===== src/rtl/dmux_router_pkg.sv =====
// Shared constants for the dmux_router stream router: destination encodings
// and the holding-register state type.
package dmux_router_pkg;

    localparam logic DEST_A = 1'b0;
    localparam logic DEST_B = 1'b1;

    typedef enum logic {
        ST_EMPTY = 1'b0,
        ST_FULL  = 1'b1
    } state_t;

endpackage


===== src/rtl/dmux_router_dmux16.sv =====
// 1-bit DMux steering cell and a WIDTH-bit bank of them.
// A sel of 0 routes the input to out_a, a sel of 1 routes it to out_b; the unused side reads 0.
module dmux (
    input  logic in_bit,
    input  logic sel,
    output logic out_a,
    output logic out_b
);
    assign out_a = in_bit & ~sel;
    assign out_b = in_bit & sel;
endmodule

module dmux16 #(
    parameter int WIDTH = 16
) (
    input  logic [WIDTH-1:0] in_word,
    input  logic             sel,
    output logic [WIDTH-1:0] out_a,
    output logic [WIDTH-1:0] out_b
);
    for (genvar gi = 0; gi < WIDTH; gi++) begin : g_cell
        dmux u_cell (
            .in_bit (in_word[gi]),
            .sel    (sel),
            .out_a  (out_a[gi]),
            .out_b  (out_b[gi])
        );
    end
endmodule


===== src/rtl/dmux_router_sat_counter.sv =====
// Saturating up-counter with a synchronous clear that overrides the increment.
module sat_counter #(
    parameter int CNT_W = 8
) (
    input  logic             clk,
    input  logic             srst,
    input  logic             inc,
    input  logic             clr,
    output logic [CNT_W-1:0] cnt
);
    logic [CNT_W-1:0] cnt_q;
    logic [CNT_W-1:0] cnt_d;

    always_comb begin
        cnt_d = cnt_q;
        if (clr) begin
            cnt_d = '0;
        end else if (inc && (cnt_q != {CNT_W{1'b1}})) begin
            cnt_d = cnt_q + CNT_W'(1);
        end
    end

    always_ff @(posedge clk) begin
        if (srst) begin
            cnt_q <= '0;
        end else begin
            cnt_q <= cnt_d;
        end
    end

    assign cnt = cnt_q;
endmodule


===== src/rtl/dmux_router.sv =====
// One-entry registered router steering a word stream to sink A or B, by tag or
// by strict alternation, with per-sink saturating delivery counters.
module dmux_router
    import dmux_router_pkg::*;
#(
    parameter int WIDTH = 16,
    parameter int CNT_W = 8
) (
    input  logic             CLK,
    input  logic             RESET,
    input  logic [WIDTH-1:0] IN_DATA,
    input  logic             IN_DEST,
    input  logic             IN_VALID,
    output logic             IN_READY,
    input  logic             MODE,
    output logic [WIDTH-1:0] A_DATA,
    output logic [WIDTH-1:0] B_DATA,
    output logic             A_VALID,
    output logic             B_VALID,
    input  logic             A_READY,
    input  logic             B_READY,
    input  logic             CLR_CNT,
    output logic [CNT_W-1:0] CNT_A,
    output logic [CNT_W-1:0] CNT_B,
    output logic             NEXT_DEST
);
    state_t           state_q, state_d;
    logic [WIDTH-1:0] hold_data_q, hold_data_d;
    logic             hold_dest_q, hold_dest_d;
    logic             next_dest_q, next_dest_d;

    logic             held_valid;
    logic [WIDTH-1:0] steer_data;
    logic             a_fire, b_fire, fire, acc;

    // Presented word is masked during reset so no VALID escapes before the flops clear.
    assign held_valid = (state_q == ST_FULL) && !RESET;
    assign steer_data = held_valid ? hold_data_q : '0;

    dmux u_valid_dmux (
        .in_bit (held_valid),
        .sel    (hold_dest_q),
        .out_a  (A_VALID),
        .out_b  (B_VALID)
    );

    dmux16 #(.WIDTH(WIDTH)) u_data_dmux (
        .in_word (steer_data),
        .sel     (hold_dest_q),
        .out_a   (A_DATA),
        .out_b   (B_DATA)
    );

    assign a_fire   = A_VALID & A_READY;
    assign b_fire   = B_VALID & B_READY;
    assign fire     = a_fire | b_fire;
    // Pass-through: a draining word frees the register for a new one in the same cycle.
    assign IN_READY = !RESET && ((state_q == ST_EMPTY) || fire);
    assign acc      = IN_VALID & IN_READY;

    always_comb begin
        state_d     = state_q;
        hold_data_d = hold_data_q;
        hold_dest_d = hold_dest_q;
        next_dest_d = next_dest_q;
        if (acc) begin
            state_d     = ST_FULL;
            hold_data_d = IN_DATA;
            hold_dest_d = MODE ? next_dest_q : IN_DEST;
            if (MODE) begin
                next_dest_d = ~next_dest_q;
            end
        end else if (fire) begin
            state_d = ST_EMPTY;
        end
    end

    always_ff @(posedge CLK) begin
        if (RESET) begin
            state_q     <= ST_EMPTY;
            hold_data_q <= '0;
            hold_dest_q <= DEST_A;
            next_dest_q <= DEST_A;
        end else begin
            state_q     <= state_d;
            hold_data_q <= hold_data_d;
            hold_dest_q <= hold_dest_d;
            next_dest_q <= next_dest_d;
        end
    end

    assign NEXT_DEST = next_dest_q;

    sat_counter #(.CNT_W(CNT_W)) u_cnt_a (
        .clk  (CLK),
        .srst (RESET),
        .inc  (a_fire),
        .clr  (CLR_CNT),
        .cnt  (CNT_A)
    );

    sat_counter #(.CNT_W(CNT_W)) u_cnt_b (
        .clk  (CLK),
        .srst (RESET),
        .inc  (b_fire),
        .clr  (CLR_CNT),
        .cnt  (CNT_B)
    );
endmodule


===== config.mk =====
export PLATFORM = sky130hd
export DESIGN_NAME = dmux_router
export DESIGN_NICKNAME = d
export VERILOG_FILES = /design/src/rtl/dmux_router_pkg.sv /design/src/rtl/dmux_router_dmux16.sv /design/src/rtl/dmux_router_sat_counter.sv /design/src/rtl/dmux_router.sv
export SDC_FILE = /design/constraint.sdc
export NUM_CORES = 1
export LEC_CHECK = 0
export CORE_MARGIN = 1.5
export CORE_UTILIZATION = 40
export DETAILED_ROUTE_END_ITERATION = 10
export GPL_TIMING_DRIVEN = 1
export PLACE_DENSITY = 0.81
export SETUP_SLACK_MARGIN = 0.1
export SLEW_MARGIN = 40
export SYNTH_ARGS = -nofsm -noshare
export SYNTH_HDL_FRONTEND = slang
export SYNTH_HIERARCHICAL = 1
export SYNTH_SLANG_ARGS = --single-unit

===== constraint.sdc =====
create_clock -name CLK -period 2.1 [get_ports CLK]
set_input_delay 0.42 -clock CLK [delete_from_list [all_inputs] [get_ports CLK]]
set_output_delay 0.42 -clock CLK [all_outputs]
set_load 0.02 [all_outputs]

# After elaboration in Yosys (flattened, before gate mapping)
# Cells that the tools add are included.
dict set report op_classes {
  mul 0
  n_lt_le_gt_ge 0
  div 0
  n_mux 4
  bitwise 41
  addsub 2
  shift 0
  reduce_logical 9
  eq_ne 2
}
# op count
set op_table {}
lappend op_table {{$and 1x1->1} 37}
lappend op_table {{$add 8x1->8 const B} 2}
lappend op_table {{$mux 16} 1}
lappend op_table {{$ne 8x8->1 const B} 2}
lappend op_table {{$logic_and 1x1->1} 4}
lappend op_table {{$mux 1} 3}
lappend op_table {{$not 1->1} 3}
lappend op_table {{$reduce_and 2->1} 1}
lappend op_table {{$reduce_bool 2->1} 1}
lappend op_table {{$reduce_or 2->1} 1}
lappend op_table {{$logic_not 1->1} 1}
lappend op_table {{$logic_or 1x1->1} 1}
lappend op_table {{$or 1x1->1} 1}
dict set report totals {
  romBits 0
  reg_bits 35
  latchBits 0
  ramBits 0
  in_bits 24
  memories 0
}

# Logic depth before layout (Yosys ltp)
dict set report depth {
  ltp_word 9
  ltp_mapped 8
  depth_no_buf 6
}

# Modules after synthesis
# The synthesis kept the hierarchy.
# mod n_inst seq_area_each_um2 cells_each area_each_um2
set by_module_without_submodules {}
lappend by_module_without_submodules {dmux_router 1 380.4 108 1032.2}
lappend by_module_without_submodules {sat_counter 2 160.2 47 435.4}
lappend by_module_without_submodules {dmux 17 0.0 2 16.3}

# Worst setup path before layout
# No wires, ideal clock.
dict set report synth_timing {
  path_kind {input to register}
  from {input RESET}
  to {register u_cnt_b.cnt_q[5] (netlist: u_cnt_b/cnt[5])}
  setup_time_ns 0.100
  arrival_time_ns 1.973
  setup_slack_ns 0.027
  path_stages 7
  path_cell_list {and2b_1 buf_2 and2_2 and2_1 and4_1 a31oi_1 a2111oi_4}
}
dict set report synth_between {
  elab_chain_cells 5
}
# item line_no
set synth_lines {}
lappend synth_lines {{start: declaration} dmux_router.sv:10} ;# input logic RESET,
lappend synth_lines {{$logic_not 1->1} dmux_router.sv:37} ;# assign held_valid = (state_q == ST_FULL) && !RESET;
lappend synth_lines {{$logic_and 1x1->1} dmux_router.sv:37}
lappend synth_lines {{net held_valid} dmux_router.sv:32} ;# logic held_valid;
lappend synth_lines {{$and 1x1->1} dmux_router_dmux16.sv:10} ;# assign out_b = in_bit & sel;
lappend synth_lines {{net B_VALID} dmux_router.sv:19} ;# output logic B_VALID,
lappend synth_lines {{$and 1x1->1} dmux_router.sv:55} ;# assign b_fire = B_VALID & B_READY;
lappend synth_lines {{net b_fire} dmux_router.sv:34} ;# logic a_fire, b_fire, fire, acc;
lappend synth_lines {{$logic_and 1x1->1} dmux_router_sat_counter.sv:18} ;# end else if (inc && (cnt_q != {CNT_W{1'b1}})) begin
lappend synth_lines {{end signal: assignment} dmux_router_sat_counter.sv:27} ;# cnt_q <= cnt_d;
lappend synth_lines {{end: declaration} dmux_router_sat_counter.sv:11} ;# logic [CNT_W-1:0] cnt_q;
# The timed path passes the listed nets, and every way through them passes these cells.
# A chain may end at the register's enable or synchronous reset.

# Worst setup path in the final report
dict set report layout_timing {
  from {input RESET}
  to {output IN_READY}
}
dict set report layout_between {
  elab_chain_cells 7
}
# item line_no
set layout_lines {}
lappend layout_lines {{$logic_not 1->1 (*)} {dmux_router.sv:37, dmux_router.sv:58}}
lappend layout_lines {{$logic_and 1x1->1} dmux_router.sv:37}
lappend layout_lines {{$and 1x1->1, on equally long branches} {dmux_router_dmux16.sv:9, dmux_router_dmux16.sv:10}}
lappend layout_lines {{$and 1x1->1, on equally long branches} {dmux_router.sv:54, dmux_router.sv:55}}
lappend layout_lines {{$or 1x1->1} dmux_router.sv:56} ;# assign fire = a_fire | b_fire;
lappend layout_lines {{$logic_or 1x1->1} dmux_router.sv:58} ;# assign IN_READY = !RESET && ((state_q == ST_EMPTY) || fire);
lappend layout_lines {{$logic_and 1x1->1 (*)} dmux_router.sv:58}
lappend layout_lines {{end: declaration} dmux_router.sv:14} ;# output logic IN_READY,
# Mark *: on every way between the ends. The rest lies on a longest branch, timed or not.

==> results.py <==
metrics = {
    "worst_setup_path": {
        "rrSetupSlack_ns": 0.29,
        "cp.arrival_ns": 1.51,
        "worstReg2RegStart": "state_q$_SDFFE_PP0P_",
        "worstPathRequired_ns": 1.68,
        "critPathKind": "primary input to primary output",
        "crit_fanout": 4,
        "startpoint_type": "primary input",
        "end_kind": "primary output",
        "reg2regPathDepth": 7,
        "reg2reg_to": "u_cnt_a/cnt[5]$_SDFFE_PP0P_",
    },
    "pwr": {
        "p_seq_frac": 0.490,
        "vdd_drop_max_mv": 0.240,
        "p_int_w": 0.00108,
        "p_sw_w": 0.000356,
        "p_clk_frac": 0.345,
        "p_sw_frac": 0.249,
        "p_comb_frac": 0.165,
        "total_power_w": 0.00143,
        "power_per_cell_area_nw_per_um2": 467,
        "p_leak_nw": 1.35,
    },
    "synth": {
        "synthCells": 236,
        "ys_top_cells_by_area": "dfxtp_1 (32%), mux2i_1 (11%), nand2b_1 (9.2%)",
        "ys_warn_count": 6,
        "synth-xor-area-share": 0,
        "synth_compound_area_frac": 0.106,
        "netlist_top_cells_count": "dfxtp_1 (35), nand2b_1 (32), mux2i_1 (25)",
        "synth_edf_count": 0,
        "synth_cell_types": 37,
        "synth_async_sr_flop_share": 0,
        "postSynthAreaPerCell_um2": 9.24,
        "synth_ff_type": "dfxtp_1",
        "synth_top_family_by_area": "simple AND/OR/NAND/NOR gates",
        "synthAdderAreaFrac": 0.0115,
        "ys_seq_elements": 35,
        "yosys-mux-area-fraction": 0.120,
        "yosys.area.top_type": "dfxtp_1",
        "synth.most_common_cell": "dfxtp_1",
        "synth_area_um2": 2180,
        "synth_simple_gate_area_frac": 0.407,
        "yosys.area.top_type_share": 0.321,
        "ys_seq_area_frac": 0.321,
        "syn-num-nets": 262,
    },
    "clock_tree": {
        "clock-root-buffer": "clkbuf_8",
        "tritoncts": "yes",
        "cts_max_level": 2,
        "clk_latency_ns": 0.29,
        "clock_sinks": 35,
        "cts_buffers": 5,
        "clock_path_buffers": 2,
        "hold_buffers": 0,
        "clk_pin_slew_worst_paths_ns": 0.07,
        "cts_setup_buffers": 0,
    },
    "grt": {
        "grt_start_max_net_pins": 51,
        "antenna_found_initial": 0,
        "grt_first_pass_wirelength_um": 8900,
        "grt_pass1_vias": 1876,
        "grt-ovfl-total": 0,
        "grtUsageTotal": 0.187,
    },
    "final_layout": {
        "n_antenna_cell": 0,
        "syn_to_final_growth_pct": 40.8,
        "nets": 350,
        "fill_cells": 469,
        "drive_gt1_frac": 0.343,
    },
    "timing": {
        "tightest_slew_ns": 0.497,
        "drv_slew": 0,
        "whs_ns": 0.466,
        "max-slew-margin-rel": 0.668,
        "setup_violations": 0,
        "rsz0062_at_grt": "no",
        "clock_skew_ns": 0.00432,
        "final_hold_viol_count": 0,
        "tns_ns": 0,
        "fmax_ghz": 0.517,
        "fin_crit_sh": 0.921,
        "fin_crit_ns": 1.93,
    },
    "routing": {
        "firstDrtPassIters": 4,
        "routedWlPerCell_um": 13.4,
        "viasPerCell": 5.01,
        "drt_wl_total_um": 5280,
        "ant_nets": 0,
        "drc": 0,
        "via_count": 1973,
        "first_iter_violations": 88,
    },
    "floorplan": {
        "die_h_um": 76.8,
        "rows": 26,
        "core-area_um2": 5170,
        "die_area_um2": 5900,
        "start_util": 0.421,
        "chipWidth_um": 76.8,
        "ios": 76,
    },
    "placement": {
        "gp_congestion": 0.875,
        "hpwl_um": 3750,
        "io_buffers": 75,
    },
    "min_path": {
        "holdCritStartpoint": "hold_data_q[4]$_SDFFE_PP0P_",
        "hp-class": "flip-flop to flip-flop",
        "whs_endpoint": "hold_data_q[4]$_SDFFE_PP0P_",
        "min_path_cells": 2,
    },
    "flow_run": {
        "max-cap-violations": 0,
    },
    "run_status": {
        "status": "finished, final reports clean",
    },
}
-- critical path, cell delays in order --
cell and delay, ns:
clkdlybuf4s15_1 0.18, and2b_4 0.23, and2b_2 0.23, a22oi_4 0.20
a21oi_2 0.08, buf_4 0.17
-- how the worst max path moves through the flow --
| stage | from | to |
|---|---|---|
| 6_report | RESET | IN_READY |
| 5_1_grt | RESET | IN_READY |
| 4_1_cts | RESET | B_VALID |
| 3_5_place_dp | RESET | IN_READY |
| 3_3_place_gp | RESET | IN_READY |
| 2_1_floorplan | RESET | u_cnt_a/cnt[5]$_SDFFE_PP0P_ |
-- cells in the final DEF, fill, tap and decap left out, drive strengths merged, types with 3 or more instances in the layout --
master         instances
mux2i                 25
buf                   48
nand2b                32
clkbuf                 8
or3                    6
and2                  35
dfxtp                 35
nand4                  4
clkdlybuf4s50         39
nor2                   4
and4                   4
and2b                 18
a21oi                 10
nand2                 13
and3                   6
nand3                  5
a2111oi                3
a21boi                 7
-- routing by layer --
metal  part of all wire  wire (µm)  global-route usage
met2               0.48       2530               0.315
met4              0.011         57              0.0500
met1               0.45       2390               0.229
met3              0.058        306              0.0607
met5                  0          0                   0
-- registers in the layout, summed over array words and instances (netlist names) --
name         cells
u_cnt_b/cnt      8
u_cnt_a/cnt      8
hold_dest_q      1
hold_data_q     16
NEXT_DEST        1
state_q          1
-- power groups by stage --
stage | clock network, W | registers [W] | logic [W]
detailed placement | 0 | 0.000717 | 0.000236
CTS | 0.000517 | 0.000702 | 0.000238
global route | 0.000538 | 0.000705 | 0.000257
finish | 0.000494 | 0.000702 | 0.000236
floorplan | 0 | 0.000722 | 0.000120
global placement | 0 | 0.000716 | 0.000228
-- kinds of logic (layout without fill, tap and decap cells) --
group	count (synthesis)	after routing
and+or+nand+nor	136	136
DFF	35	35
AOI/OAI and AO/OA	26	26
muxes	26	26
buffers and inverters	11	99
adders and majority gates	2	2
-- repair_timing --
item                                    CTS  global route
endpoints found under the setup margin   43            29
gates resized for setup                 145            15
pin swaps                                 1             2
cloned                                    1             0
-- stage by stage --
step,cells,area [µm²],setup WS (ns),util
2_1_floorplan,236,2190,0.108,-
3_3_place_gp,386,3080,-0.499,0.595
3_5_place_dp,386,3080,-0.542,0.595
4_1_cts,394,3040,0.100,0.588
5_1_grt,394,3070,0.128,0.593
6_report,394,3070,0.167,0.593
-- cell type report --
cell class | instances | area, µm² | share of cell area
Clock inverter | 1 | 5.00 | 0.00163
Sequential cell | 35 | 701 | 0.228
Timing Repair Buffer | 90 | 743 | 0.242
Inverter | 2 | 7.51 | 0.00245
Multi-Input combinational cell | 190 | 1440 | 0.470
Tap cell | 70 | 87.6 | 0.0285
Clock buffer | 6 | 82.6 | 0.0269
(Power assumes the default switching activity.)
